File: config.mk
export PLATFORM = sky130hd
export DESIGN_NAME = regfile_dump_reader_flat
export DESIGN_NICKNAME = d
export VERILOG_FILES = /design/src/rtl/regfile_dump_pkg.sv /design/src/rtl/regfile_dump_reader_if.sv /design/src/rtl/regfile_dump_reader.sv /design/src/flat_wrapper.sv
export SDC_FILE = /design/constraint.sdc
export NUM_CORES = 1
export LEC_CHECK = 0
export CORE_ASPECT_RATIO = 0.5
export CORE_MARGIN = 8
export CORE_UTILIZATION = 37
export CTS_BUF_LIST = sky130_fd_sc_hd__clkbuf_8
export CTS_CLUSTER_SIZE = 28
export DETAILED_ROUTE_END_ITERATION = 8
export HOLD_SLACK_MARGIN = 0.15
export PLACE_DENSITY = 0.86
export SETUP_SLACK_MARGIN = 0.3
export SYNTH_ARGS = -nofsm -noshare
export SYNTH_HDL_FRONTEND = slang
export SYNTH_SLANG_ARGS = --single-unit
File: constraint.sdc
create_clock -name clk -period 1.6 [get_ports clk]
set_input_delay 0.24 -clock clk [delete_from_list [all_inputs] [get_ports clk]]
set_output_delay 0.24 -clock clk [all_outputs]
set_load 0.05 [all_outputs]
File: src/rtl/regfile_dump_pkg.sv
// Shared types and default sizing for the register file dump reader.
// Imported by the dump interface and the dump reader itself.
package regfile_dump_pkg;

  localparam int DEF_BITSIZE = 64;
  localparam int DEF_REGSIZE = 32;

  typedef enum logic [2:0] {
    IDLE  = 3'd0,
    FETCH = 3'd1,
    SEND  = 3'd2,
    CSUM  = 3'd3,
    DONE  = 3'd4
  } dump_state_e;

endpackage

File: src/rtl/regfile_dump_reader_if.sv
// Register file read port plus the outgoing valid/ready dump stream.
// master = dump reader, slave = register file / stream consumer side.
interface regfile_dump_reader_if
  import regfile_dump_pkg::*;
#(
  parameter int BITSIZE = DEF_BITSIZE,
  parameter int REGSIZE = DEF_REGSIZE
);
  localparam int IW = $clog2(REGSIZE);

  logic [IW-1:0]      rd_sel;
  logic [BITSIZE-1:0] rd_data;
  logic               out_valid;
  logic               out_ready;
  logic [BITSIZE-1:0] out_data;
  logic [IW-1:0]      out_index;
  logic               out_last;
  logic               out_is_csum;

  modport master (
    output rd_sel, out_valid, out_data, out_index, out_last, out_is_csum,
    input  rd_data, out_ready
  );

  modport slave (
    input  rd_sel, out_valid, out_data, out_index, out_last, out_is_csum,
    output rd_data, out_ready
  );

endinterface

File: src/rtl/regfile_dump_reader.sv
// Walks every register through the async read port and streams it out tagged with its index.
// Build option: define DUMP_CHECKSUM_EN to append an XOR checksum word after the last register.
module regfile_dump_reader
  import regfile_dump_pkg::*;
#(
  parameter int BITSIZE = DEF_BITSIZE,
  parameter int REGSIZE = DEF_REGSIZE
)
(
  input  logic clk,
  input  logic rst,
  input  logic start_i,
  input  logic abort_i,
  output logic busy_o,
  output logic done_o,
  regfile_dump_reader_if.master dump_if
);

  localparam int IW = $clog2(REGSIZE);
  localparam logic [IW-1:0] LAST_IDX = IW'(REGSIZE - 1);

  dump_state_e        state_q;
  logic [IW-1:0]      idx_q;
  logic [IW-1:0]      idx_d;
  logic [BITSIZE-1:0] out_data_q;
  logic [IW-1:0]      out_index_q;
  logic               out_last_q;
  logic               out_is_csum_q;
  logic               out_valid;

`ifdef DUMP_CHECKSUM_EN
  logic [BITSIZE-1:0] acc_q;
  logic [BITSIZE-1:0] acc_d;

  assign acc_d = acc_q ^ dump_if.rd_data;
`endif

  assign idx_d     = idx_q + 1'b1;
  assign out_valid = (state_q == SEND) || (state_q == CSUM);

  // rd_sel is the index register itself, so the read data is valid throughout FETCH.
  always_ff @(posedge clk) begin
    if (rst) begin
      state_q       <= IDLE;
      idx_q         <= '0;
      out_data_q    <= '0;
      out_index_q   <= '0;
      out_last_q    <= 1'b0;
      out_is_csum_q <= 1'b0;
`ifdef DUMP_CHECKSUM_EN
      acc_q         <= '0;
`endif
    end else begin
      case (state_q)
        IDLE: begin
          if (start_i) begin
            state_q <= FETCH;
            idx_q   <= '0;
`ifdef DUMP_CHECKSUM_EN
            acc_q   <= '0;
`endif
          end
        end
        FETCH: begin
          if (abort_i) begin
            state_q <= IDLE;
          end else begin
            out_data_q    <= dump_if.rd_data;
            out_index_q   <= idx_q;
            out_is_csum_q <= 1'b0;
`ifdef DUMP_CHECKSUM_EN
            out_last_q    <= 1'b0;
            acc_q         <= acc_d;
`else
            out_last_q    <= (idx_q == LAST_IDX);
`endif
            state_q       <= SEND;
          end
        end
        SEND: begin
          // abort wins over a handshake landing on the same edge
          if (abort_i) begin
            state_q <= IDLE;
          end else if (dump_if.out_ready) begin
            if (idx_q == LAST_IDX) begin
`ifdef DUMP_CHECKSUM_EN
              state_q       <= CSUM;
              out_data_q    <= acc_q;
              out_index_q   <= '0;
              out_last_q    <= 1'b1;
              out_is_csum_q <= 1'b1;
`else
              state_q       <= DONE;
`endif
            end else begin
              idx_q   <= idx_d;
              state_q <= FETCH;
            end
          end
        end
`ifdef DUMP_CHECKSUM_EN
        CSUM: begin
          if (abort_i) begin
            state_q <= IDLE;
          end else if (dump_if.out_ready) begin
            state_q <= DONE;
          end
        end
`endif
        DONE: begin
          state_q <= IDLE;
        end
        default: begin
          state_q <= IDLE;
        end
      endcase
    end
  end

  assign dump_if.rd_sel      = idx_q;
  assign dump_if.out_valid   = out_valid;
  assign dump_if.out_data    = out_data_q;
  assign dump_if.out_index   = out_index_q;
  assign dump_if.out_last    = out_last_q;
  assign dump_if.out_is_csum = out_is_csum_q;

  assign busy_o = (state_q != IDLE);
  assign done_o = (state_q == DONE);

endmodule
File: src/flat_wrapper.sv
// flat-port wrapper written by rule: the top's interface ports become plain ports
module regfile_dump_reader_flat import regfile_dump_pkg::*;
#(
  parameter int BITSIZE = DEF_BITSIZE,
  parameter int REGSIZE = DEF_REGSIZE
)
  (clk, rst, start_i, abort_i, busy_o, done_o, dump_if_rd_sel, dump_if_out_valid, dump_if_out_data, dump_if_out_index, dump_if_out_last, dump_if_out_is_csum, dump_if_rd_data, dump_if_out_ready);
  regfile_dump_reader_if #(.BITSIZE(BITSIZE), .REGSIZE(REGSIZE)) dump_if_i ();
  input  logic clk;
  input  logic rst;
  input  logic start_i;
  input  logic abort_i;
  output logic busy_o;
  output logic done_o;
  output wire logic [$bits(dump_if_i.rd_sel)-1:0] dump_if_rd_sel;
  output wire logic [$bits(dump_if_i.out_valid)-1:0] dump_if_out_valid;
  output wire logic [$bits(dump_if_i.out_data)-1:0] dump_if_out_data;
  output wire logic [$bits(dump_if_i.out_index)-1:0] dump_if_out_index;
  output wire logic [$bits(dump_if_i.out_last)-1:0] dump_if_out_last;
  output wire logic [$bits(dump_if_i.out_is_csum)-1:0] dump_if_out_is_csum;
  input wire logic [$bits(dump_if_i.rd_data)-1:0] dump_if_rd_data;
  input wire logic [$bits(dump_if_i.out_ready)-1:0] dump_if_out_ready;
  assign dump_if_rd_sel = dump_if_i.rd_sel;
  assign dump_if_out_valid = dump_if_i.out_valid;
  assign dump_if_out_data = dump_if_i.out_data;
  assign dump_if_out_index = dump_if_i.out_index;
  assign dump_if_out_last = dump_if_i.out_last;
  assign dump_if_out_is_csum = dump_if_i.out_is_csum;
  assign dump_if_i.rd_data = dump_if_rd_data;
  assign dump_if_i.out_ready = dump_if_out_ready;
  regfile_dump_reader #(.BITSIZE(BITSIZE), .REGSIZE(REGSIZE)) u_core (.clk(clk), .rst(rst), .start_i(start_i), .abort_i(abort_i), .busy_o(busy_o), .done_o(done_o), .dump_if(dump_if_i));
endmodule
==> results by group, run 1 <==
Run status
  • Run status: finished, violations left
  • Failing checks: setup timing

Layout
  • Ant. Diodes: 0
  • Synthesis-to-finish area growth: 107.7%
  • Area of the multi-input gates: 0.002107 mm2
  • Share of cells above drive strength 1: 62.27%
  • Final instance area: 0.006178 mm2
  • Filler instances: 414
  • Net count, final: 612
  • Flip-flop and latch area: 0.001577 mm2

Placement
  • DP Area: 0.004472 mm2
  • GPL Wtd Cong: 0.7470
  • Port Buffers: 146
  • Dpl hpwl: 6.694 mm

Power
  • Power density over the cells: 732.1 mW/mm2
  • Overall power: 4.523 mW
  • Pleak: 2.617 nW
  • Peak supply drop: 0.4941 mV

Timing
  • Final Setup Violations: 62
  • Fmax: 0.5824 GHz
  • RSZ-0062 raised after global routing: true
  • Fin worst setup slack: -0.1169 ns
  • Fin. max-slew vios: 0
  • Final Hold Fails: 0
  • Worst Skew: 0.02019 ns
  • Final period util: 107.3%
  • TNS Setup: -3.234 ns
  • Tmin final: 1.717 ns

Critical path
  • CP delay by family, top: buffers and inverters
  • Startpoint Class: primary input
  • Most used cell, CP: buf_12
  • Slowest Stage Delay on Critical Path: 0.45 ns
  • Slowest cell on the critical path: clkdlybuf4s50_1
  • Crit path cell chain: clkdlybuf4s50_1, buf_4, nor4b_4, buf_6, buf_12, buf_12, buf_12, nand2_4, a21oi_2
  • Buf/Inv on CP: 6
  • Worst EP required: 1.89 ns
  • Worst Path Arrival: 2.01 ns
  • Crit-path max FO: 5
  • CP Capture Type: register
  • CP Class: primary input to register

Logic synthesis
  • Syn Area/Cell: 8.401 um2
  • Synthesis Warnings: 0
  • Mapped Area: 0.002974 mm2
  • Net Count, Synth: 425
  • Register area share after synthesis: 52.50%
  • #FFs+latches synth: 78
  • Gate count of the mapped netlist: 354
  • Synth cell types: 31

Clock tree
  • Worst skew pair latency: 0.37 ns
  • Clock root cell: clkbuf_8
  • H-tree levels: 3
  • CTS Sinks: 78
  • Clock-pin slew on the worst setup and hold paths: 0.09 ns
  • Num CTS Buffers: 9
  • Maximum clock insertion buffer count: 2
  • TritonCTS clock tree: yes
  • CTS hold repair buffers: 0

Global routing
  • Initial antenna violation count: 0
  • Largest net degree at the start of global routing: 60
  • GRT overflow: 0
  • Vias in the first global route: 3753
  • First-pass GRT wire length: 21.56 mm
  • GRT Overall Usage: 24.78%

Detailed routing
  • Vias: 3614
  • First-pass DRT Iterations: 5
  • Final ANT Viol Nets: 0
  • Drt initial violations: 359
  • Total routed wirelength: 15.76 mm
  • Avg WL per Cell: 23.96 um
  • DR DRC count: 0
  • Vias per cell: 5.492

Floorplan
  • Initial Util: 37.58%
  • Rows: 23
  • Ports: 148
  • Total core area: 0.007914 mm2
  • DIE AREA: 0.01134 mm2
  • Chip width: 142.8 um
  • Die Y: 79.40 um

Min path
  • Hold Crit Class: primary input to register

Flow run
  • Max-cap viol count: 0
worst min-delay path: stages:
cell	delay [ns]
buf_2	0.16
buf_4	0.25
a21oi_2	0.12
cell usage after synthesis (all sizes together):
cell / number / area [um2]
nand4b: 1 / 8.760
and4b: 1 / 10.01
buf: 19 / 200.2
nor4bb: 1 / 10.01
nand2b: 5 / 31.28
clkbuf: 8 / 30.03
mux2i: 2 / 20.02
nand3: 3 / 15.01
o211ai: 1 / 7.510
a2111oi: 1 / 8.760
nor4b: 2 / 32.53
o31ai: 1 / 7.510
a21oi: 70 / 350.3
o21a: 1 / 7.510
nand4bb: 2 / 22.52
nor2b: 4 / 25.02
ha: 2 / 25.02
o21ai: 1 / 5.000
conb: 1 / 3.750
inv: 1 / 3.750
nor3: 1 / 5.000
nor3b: 2 / 15.01
a211oi: 1 / 12.51
or3: 1 / 6.260
nand2: 142 / 533.0
or4b: 1 / 10.01
and3: 1 / 6.260
dfxtp: 78 / 1562
final timing paths:
check | startpoint | endpoint | slack [ns] | depth (start not counted)
worst max-delay path | abort_i | u_core.dump_if.out_data[7] | -0.12 | 9
worst min-delay path | rst | u_core.dump_if.out_data[46] | 0.43 | 3
worst max register to register | u_core.state_q[2] | u_core.dump_if.out_data[7] | -0.09 | 9
worst min register to register | u_core.dump_if.out_data[19] | u_core.dump_if.out_data[19] | 0.47 | 2
registers in the layout (all words and copies together), names as in the netlist:
name and cells:
u_core.dump_if.out_index 5, u_core.dump_if.rd_sel 5, u_core.dump_if.out_data 64, u_core.dump_if.out_last 1, u_core.state_q 3
report_power, final:
group          switching (mW)  internal (mW)  leakage [nW]
Combinational           0.571          0.457          1.88
Sequential             0.0481           1.99         0.636
Clock                   0.775          0.682        0.0996
Total                    1.39           3.13          2.62
per-layer routing:
| layer | up-vias | share of wire, % | global-route usage (%) |
|---|---|---|---|
| met2 | 252 | 50 | 43.87 |
| li1 | 1535 | - | - |
| met1 | 1749 | 38 | 26.42 |
| met3 | 78 | 7.0 | 6.325 |
| met4 | 0 | 5.0 | 15.88 |
| met5 | - | 0 | 0 |
cell families after synthesis:
logic type / Yosys count / synth area share, %
other: 1 / 0.1261
buffers and inverters: 28 / 7.867
flip-flops: 78 / 52.50
AO/OA/AOI/OAI: 76 / 13.42
AND/OR/NAND/NOR: 167 / 24.57
adder cells (fa/ha/maj): 2 / 0.8413
multiplexers: 2 / 0.6731
repair_timing:
item | CTS | global route
endpoints found under the setup margin | 79 | 84
resized for setup | 251 | 37
cloned | 11 | 0
setup buffers | 20 | 3
pin swaps | 156 | 12
cell type report:
cell class | count | share of cell area (%)
timing repair buffer | 203 | 35.03
multi-input combinational | 248 | 34.10
sequential | 78 | 25.52
clock buffer | 12 | 2.673
tap | 112 | 2.268
clock inverter | 4 | 0.3443
inverter | 1 | 0.06075
layout by cell type, fill, tap and decap left out, types with 2 or more instances in the layout:
| cell type | n |
|---|---|
| buf_4 | 90 |
| dfxtp_1 | 70 |
| a21oi_2 | 67 |
| clkdlybuf4s50_1 | 67 |
| nand2_4 | 66 |
| nand2_1 | 40 |
| nand2_2 | 36 |
| buf_6 | 18 |
| buf_12 | 16 |
| clkbuf_8 | 12 |
| buf_16 | 10 |
| dfxtp_2 | 6 |
| nand2b_1 | 5 |
| nand3_1 | 3 |
| nor2b_1 | 3 |
| mux2i_1 | 2 |
| inv_1 | 2 |
| a21oi_1 | 2 |
| ha_4 | 2 |
| clkinv_2 | 2 |
| dfxtp_4 | 2 |
stage by stage:
stage	setup WS (ns)	utilization, %	hold WS (ns)	cells
2_1_floorplan	-0.1605	-	0.3805	354
3_3_place_gp	-0.3224	56.51	0.4379	608
3_5_place_dp	-0.3504	56.51	0.4433	608
4_1_cts	-0.03907	76.02	0.3710	655
5_1_grt	-0.1539	78.07	0.4248	658
6_report	-0.1169	78.07	0.4333	658
No activity file was read; power rests on OpenSTA's default activity.
==> run 2, diff against run 1 <==
--- a/config.mk
+++ b/config.mk
@@ -17,3 +17,4 @@
 export SYNTH_ARGS = -nofsm -noshare
 export SYNTH_HDL_FRONTEND = slang
 export SYNTH_SLANG_ARGS = --single-unit
+export TNS_END_PERCENT = 20
==> run 2 against run 1 <==
  * The run still ends with setup timing left
  * Critical path depth fell by 2
  * Total power rose by 3.7%
  * Worst setup slack better by 0.011 ns
  * Combinational power shrank 14%
  * Clock-buffer cell count did not move
  * Routed wire length shrank 9.5%
  * Sequential power about the same
  * Final cell count shrank 1.1%
  * Non-clock buffer count decreased by 7
  * Critical path type is now register to register
  * Critical endpoint is now u_core.dump_if.out_data[36]
  * Largest cell class unchanged
  * Highest routed layer unchanged
==> results by group, run 2 (synthesis results as in run 1) <==
Critical path
  • CP Capture Point: u_core.dump_if.out_data[36]
  • CP Class: register to register
  • Crit-path max FO: 7
  • Slowest cell on the critical path: nor4b_4
  • R2R depth: 7
  • Buf/Inv on CP: 4
  • R2R Setup Slk: -0.11 ns
  • Slowest Stage Delay on Critical Path: 0.35 ns
  • CP Capture Type: register
  • Crit path cell chain: buf_6, buf_6, nor4b_4, buf_4, buf_6, nand2_1, a21oi_1
  • Critical Path Start: u_core.state_q[2]
  • Worst Path Arrival: 1.98 ns
  • Critical path depth: 7
  • R2r startpoint: u_core.state_q[2]
  • Worst EP required: 1.87 ns
  • CP delay by family, top: buffers and inverters
  • R2r endpoint: u_core.dump_if.out_data[36]
  • Startpoint Class: register
  • Most used cell, CP: buf_6

Flow run
  • Max-cap viol count: 0

Power
  • Overall power: 4.690 mW
  • Clock network fraction of total power: 37.9%
  • Peak supply drop: 0.4125 mV
  • Sequential fraction of design power: 43.1%
  • Pleak: 2.309 nW
  • Combinational Power Share: 19.0%
  • Switching Fraction: 27.50%
  • P_int: 3.401 mW
  • Power density over the cells: 852.3 mW/mm2
  • Net Switching: 1.290 mW

Placement
  • Dpl hpwl: 6.792 mm
  • DP Area: 0.004512 mm2
  • Port Buffers: 146
  • GPL Wtd Cong: 0.7646

Floorplan
  • DIE AREA: 0.01134 mm2
  • Rows: 23
  • Initial Util: 37.58%
  • Die Y: 79.40 um
  • Chip width: 142.8 um
  • Total core area: 0.007914 mm2
  • Ports: 148

Clock tree
  • Worst skew pair latency: 0.37 ns
  • Clock root cell: clkbuf_8
  • Clock-pin slew on the worst setup and hold paths: 0.09 ns
  • CTS hold repair buffers: 0
  • CTS Sinks: 78
  • H-tree levels: 3
  • Maximum clock insertion buffer count: 2
  • TritonCTS clock tree: yes
  • Num CTS Buffers: 9

Global routing
  • Largest net degree at the start of global routing: 64
  • First-pass GRT wire length: 18.56 mm
  • Vias in the first global route: 3409
  • GRT Overall Usage: 21.53%
  • Initial antenna violation count: 0
  • GRT overflow: 0

Run status
  • Failing checks: setup timing
  • Run status: finished, violations left

Timing
  • RSZ-0062 raised after global routing: true
  • Tmin final: 1.706 ns
  • Fin worst setup slack: -0.1063 ns
  • Worst Skew: 0.01874 ns
  • Final Setup Violations: 26
  • Fmax: 0.5861 GHz
  • Slew of the pin with the lowest slew margin: 0.5931 ns
  • Final period util: 106.6%
  • Final Hold Fails: 0
  • Fin. max-slew vios: 0
  • Relative slew slack: 59.90%
  • TNS Setup: -0.9672 ns

Detailed routing
  • Avg WL per Cell: 21.92 um
  • Total routed wirelength: 14.27 mm
  • Drt initial violations: 355
  • Vias: 3577
  • First-pass DRT Iterations: 5
  • DR DRC count: 0
  • Final ANT Viol Nets: 0
  • Vias per cell: 5.495

Layout
  • Share of cells above drive strength 1: 39.33%
  • Final instance area: 0.005503 mm2
  • Most common cell after layout, fill and taps aside: nand2_1
  • Ant. Diodes: 0
  • Synthesis-to-finish area growth: 85.02%
  • Most frequent cells in the layout: nand2_1, buf_4, dfxtp_1
  • Net count, final: 605
  • Largest register FFs: 64

Min path
  • Hold Crit Class: primary input to register
run 2: cell count changes in the layout (fill, tap and decap cells not counted), sizes merged:
cell      change
bufinv        +2
clkinvlp      -1
buf          -13
clkinv        -1
bufbuf        +4
clkbuf        +2
run 2: worst min-delay path by stage:
| stage | from | to | slack, ns | cells after the start |
|---|---|---|---|---|
| 3_5_place_dp | u_core.dump_if.out_data[40] | u_core.dump_if.out_data[40] | 0.45 | 2 |
| 3_3_place_gp | u_core.dump_if.out_data[12] | u_core.dump_if.out_data[12] | 0.44 | 2 |
| 4_1_cts | rst | u_core.state_q[2] | 0.31 | 3 |
| 6_report | rst | u_core.state_q[2] | 0.34 | 3 |
| 5_1_grt | rst | u_core.state_q[0] | 0.34 | 3 |
| 2_1_floorplan | dump_if_rd_data[15] | u_core.dump_if.out_data[15] | 0.38 | 2 |
run 2: area by class of cell:
cell class	count	area (um2)
fill	506	2411
timing repair buffer	196	2042
sequential	78	1574
multi-input combinational	248	1509
clock buffer	12	165.2
tap	112	140.1
clock inverter	4	68.82
inverter	1	3.754
run 2: per-stage QoR:
stage / util, % / setup WS [ns] / hold WS, ns / instances
after global routing: 69.53 / -0.1394 / 0.3370 / 651
after floorplan: - / -0.1605 / 0.3760 / 354
after global placement: 57.01 / -0.2940 / 0.4391 / 612
after detailed placement: 57.01 / -0.3303 / 0.4466 / 612
final: 69.53 / -0.1063 / 0.3351 / 651
after CTS: 66.23 / -0.04843 / 0.3099 / 646
run 2: routing by layer:
metal,vias to the layer above,routed length (um),global-route usage [%]
met5,-,0,0
met2,274,7236,39.81
met4,0,937,12.72
met3,94,1191,5.609
met1,1684,4907,21.95
li1,1525,-,-
run 2: repair_timing:
item                                    CTS  global route
buffers inserted                         10             3
pin swaps                                23            34
cloned                                    8             2
gates resized for setup                  39            55
endpoints found under the setup margin   79            82
run 2: worst reg2reg max path, delay by kind of cell (launching register included):
family,cells,cell delay (ns)
buffers and inverters,4,0.62
AND/OR/NAND/NOR,2,0.42
flip-flops,1,0.34
AO/OA/AOI/OAI,1,0.23
run 2: power by group through the flow:
stage / registers (mW) / clock network (mW) / logic, mW
after detailed placement: 2.06 / 0 / 0.681
after global placement: 2.06 / 0 / 0.673
after CTS: 2.02 / 1.74 / 0.798
final: 2.02 / 1.78 / 0.889
after floorplan: 2.23 / 0 / 0.192
after global routing: 2.03 / 1.87 / 0.916
==> run 3, diff against run 2 <==
--- a/config.mk
+++ b/config.mk
@@ -6,9 +6,9 @@
 export NUM_CORES = 1
 export LEC_CHECK = 0
 export CORE_ASPECT_RATIO = 0.5
-export CORE_MARGIN = 8
 export CORE_UTILIZATION = 37
 export CTS_BUF_LIST = sky130_fd_sc_hd__clkbuf_8
+export CTS_CLUSTER_DIAMETER = 50
 export CTS_CLUSTER_SIZE = 28
 export DETAILED_ROUTE_END_ITERATION = 8
 export HOLD_SLACK_MARGIN = 0.15
@@ -17,4 +17,3 @@
 export SYNTH_ARGS = -nofsm -noshare
 export SYNTH_HDL_FRONTEND = slang
 export SYNTH_SLANG_ARGS = --single-unit
-export TNS_END_PERCENT = 20
==> run 3 against run 2 <==
  * The flow still finishes with violations (setup timing)
  * Largest cell class unchanged
  * First-iteration DRC count up 27%
  * Die area down 26%
  * Final cell count up 5.5%
  * Global-route usage up 19 points
  * Flip-flop and latch count unchanged
  * Critical endpoint is now u_core.dump_if.rd_sel[2]
  * Sequential share of layout area down 6.2 points
  * Worst hold slack worse by 0.13 ns
  * Clock power about the same
  * Non-clock buffer count up 39
  * Critical path depth up 1
==> results by group, run 3 (synthesis results as in run 1) <==
Detailed routing
  • Met3 Routed Length: 2.267 mm
  • Vias: 4170
  • Total routed wirelength: 20.21 mm
  • First-pass DRT Iterations: 7
  • Vias per cell: 6.070
  • Avg WL per Cell: 29.42 um
  • Top sig layer: met5
  • Drt initial violations: 451
  • Final ANT Viol Nets: 0
  • Met2 WL: 9.027 mm
  • DR DRC count: 0
  • Met1 WL: 7.504 mm

Critical path
  • Worst EP required: 1.88 ns
  • CP Capture Type: register
  • Startpoint Class: register
  • Worst Path Arrival: 2.18 ns
  • R2R Setup Slk: -0.30 ns
  • Crit-path max FO: 3
  • CP Class: register to register

Clock tree
  • CTS hold repair buffers: 0
  • Num CTS Buffers: 9
  • TritonCTS clock tree: yes
  • Clock root cell: clkbuf_8
  • CTS Sinks: 78
  • Maximum clock insertion buffer count: 2
  • Worst skew pair latency: 0.38 ns
  • Clock-pin slew on the worst setup and hold paths: 0.09 ns
  • H-tree levels: 3

Timing
  • Worst Skew: 0.01977 ns
  • TNS Setup: -10.04 ns
  • Fin worst setup slack: -0.2989 ns
  • Relative slew slack: 50.29%
  • Tmin final: 1.899 ns
  • Final Setup Violations: 79
  • Final period util: 118.7%
  • Fin. max-slew vios: 0
  • RSZ-0062 raised after global routing: true
  • Final Hold Fails: 0
  • Slew of the pin with the lowest slew margin: 0.7457 ns
  • Fmax: 0.5266 GHz

Run status
  • Run status: finished, violations left
  • Failing checks: setup timing

Power
  • Peak supply drop: 0.5844 mV
  • Pleak: 2.929 nW
  • Power density over the cells: 725.0 mW/mm2
  • Overall power: 5.114 mW

Layout
  • Synthesis-to-finish area growth: 137.1%
  • Final instance area: 0.007053 mm2
  • Most common cell after layout, fill and taps aside: buf_4
  • Util after Layout: 93.51%
  • Net count, final: 645
  • Ant. Diodes: 0
  • Largest register FFs: 64
  • Most frequent cells in the layout: buf_4, nand2_4, dfxtp_1
  • Share of cells above drive strength 1: 68.91%
  • Non-filler instance count after layout: 687

Global routing
  • GRT Overall Usage: 40.38%
  • Largest net degree at the start of global routing: 41
  • GRT overflow: 0
  • Vias in the first global route: 3983
  • Initial antenna violation count: 1
  • First-pass GRT wire length: 24.28 mm

Placement
  • GPL Wtd Cong: 0.7712
  • DP Area: 0.004449 mm2
  • Port Buffers: 146
  • Dpl hpwl: 5.778 mm
  • Dpl cells: 605

Floorplan
  • Die Y: 65.40 um
  • Initial Util: 39.43%
  • Chip width: 128.8 um
  • DIE AREA: 0.008422 mm2
  • Rows: 22
  • Total core area: 0.007542 mm2
  • Ports: 148

Min path
  • Hold Crit Class: primary input to register

Flow run
  • Max-cap viol count: 0
==> run 3: changes by cell type in the layout (fill, tap and decap cells not counted), sizes merged <==
cell    previous run  this run
buf              123       168
bufbuf             4         0
clkbuf            14        12
or4b               1         2
==> run 3: final timing paths <==
check	depth (start not counted)	start	end
max	8	u_core.dump_if.rd_sel[0]	u_core.dump_if.rd_sel[2]
min	2	rst	u_core.state_q[0]
max reg2reg	8	u_core.dump_if.rd_sel[0]	u_core.dump_if.rd_sel[2]
min reg2reg	2	u_core.dump_if.out_data[1]	u_core.dump_if.out_data[1]
==> run 3: metrics by stage <==
step	hold WS, ns	setup slack (ns)
3_5_place_dp	0.4433	-0.3439
4_1_cts	0.1509	-0.05457
3_3_place_gp	0.4384	-0.2964
5_1_grt	0.1934	-0.3021
2_1_floorplan	0.3805	-0.1605
6_report	0.2023	-0.2989
==> run 3: repair_timing <==
item	in CTS	in global routing
pin swaps	103	85
endpoints found under the setup margin	81	87
gates resized for setup	221	155
gates cloned	23	0
setup buffers	36	7
==> run 3: final cells by class <==
type / instances / area (um2)
flip-flops and latches: 78 / 1579
inverters: 1 / 3.754
repair buffers: 235 / 2730
well taps: 108 / 135.1
clock buffers: 12 / 165.2
fillers: 206 / 489.2
clock inverters: 4 / 68.82
multi-input cells: 249 / 2371
==> run 3: routing by layer <==
layer  vias up  track usage [%]
met5         -                0
met3       140            10.50
li1       1611                -
met4         2            25.44
met1      2009            48.38
met2       408            65.54
==> run 3: power breakdown <==
part	internal (mW)	switching [mW]
sequential	1.99	0.0654
clock	1.00	0.796
combinational	0.591	0.670
total	3.58	1.53
==> run 3: worst max-delay path, cell delays in order, from the launching register on <==
cell and delay [ns]:
dfxtp_4 0.36, ha_4 0.16, and3_4 0.15, ha_4 0.16, buf_6 0.12, nor4bb_4 0.29
buf_4 0.18, nand4b_1 0.18, o21ai_1 0.19
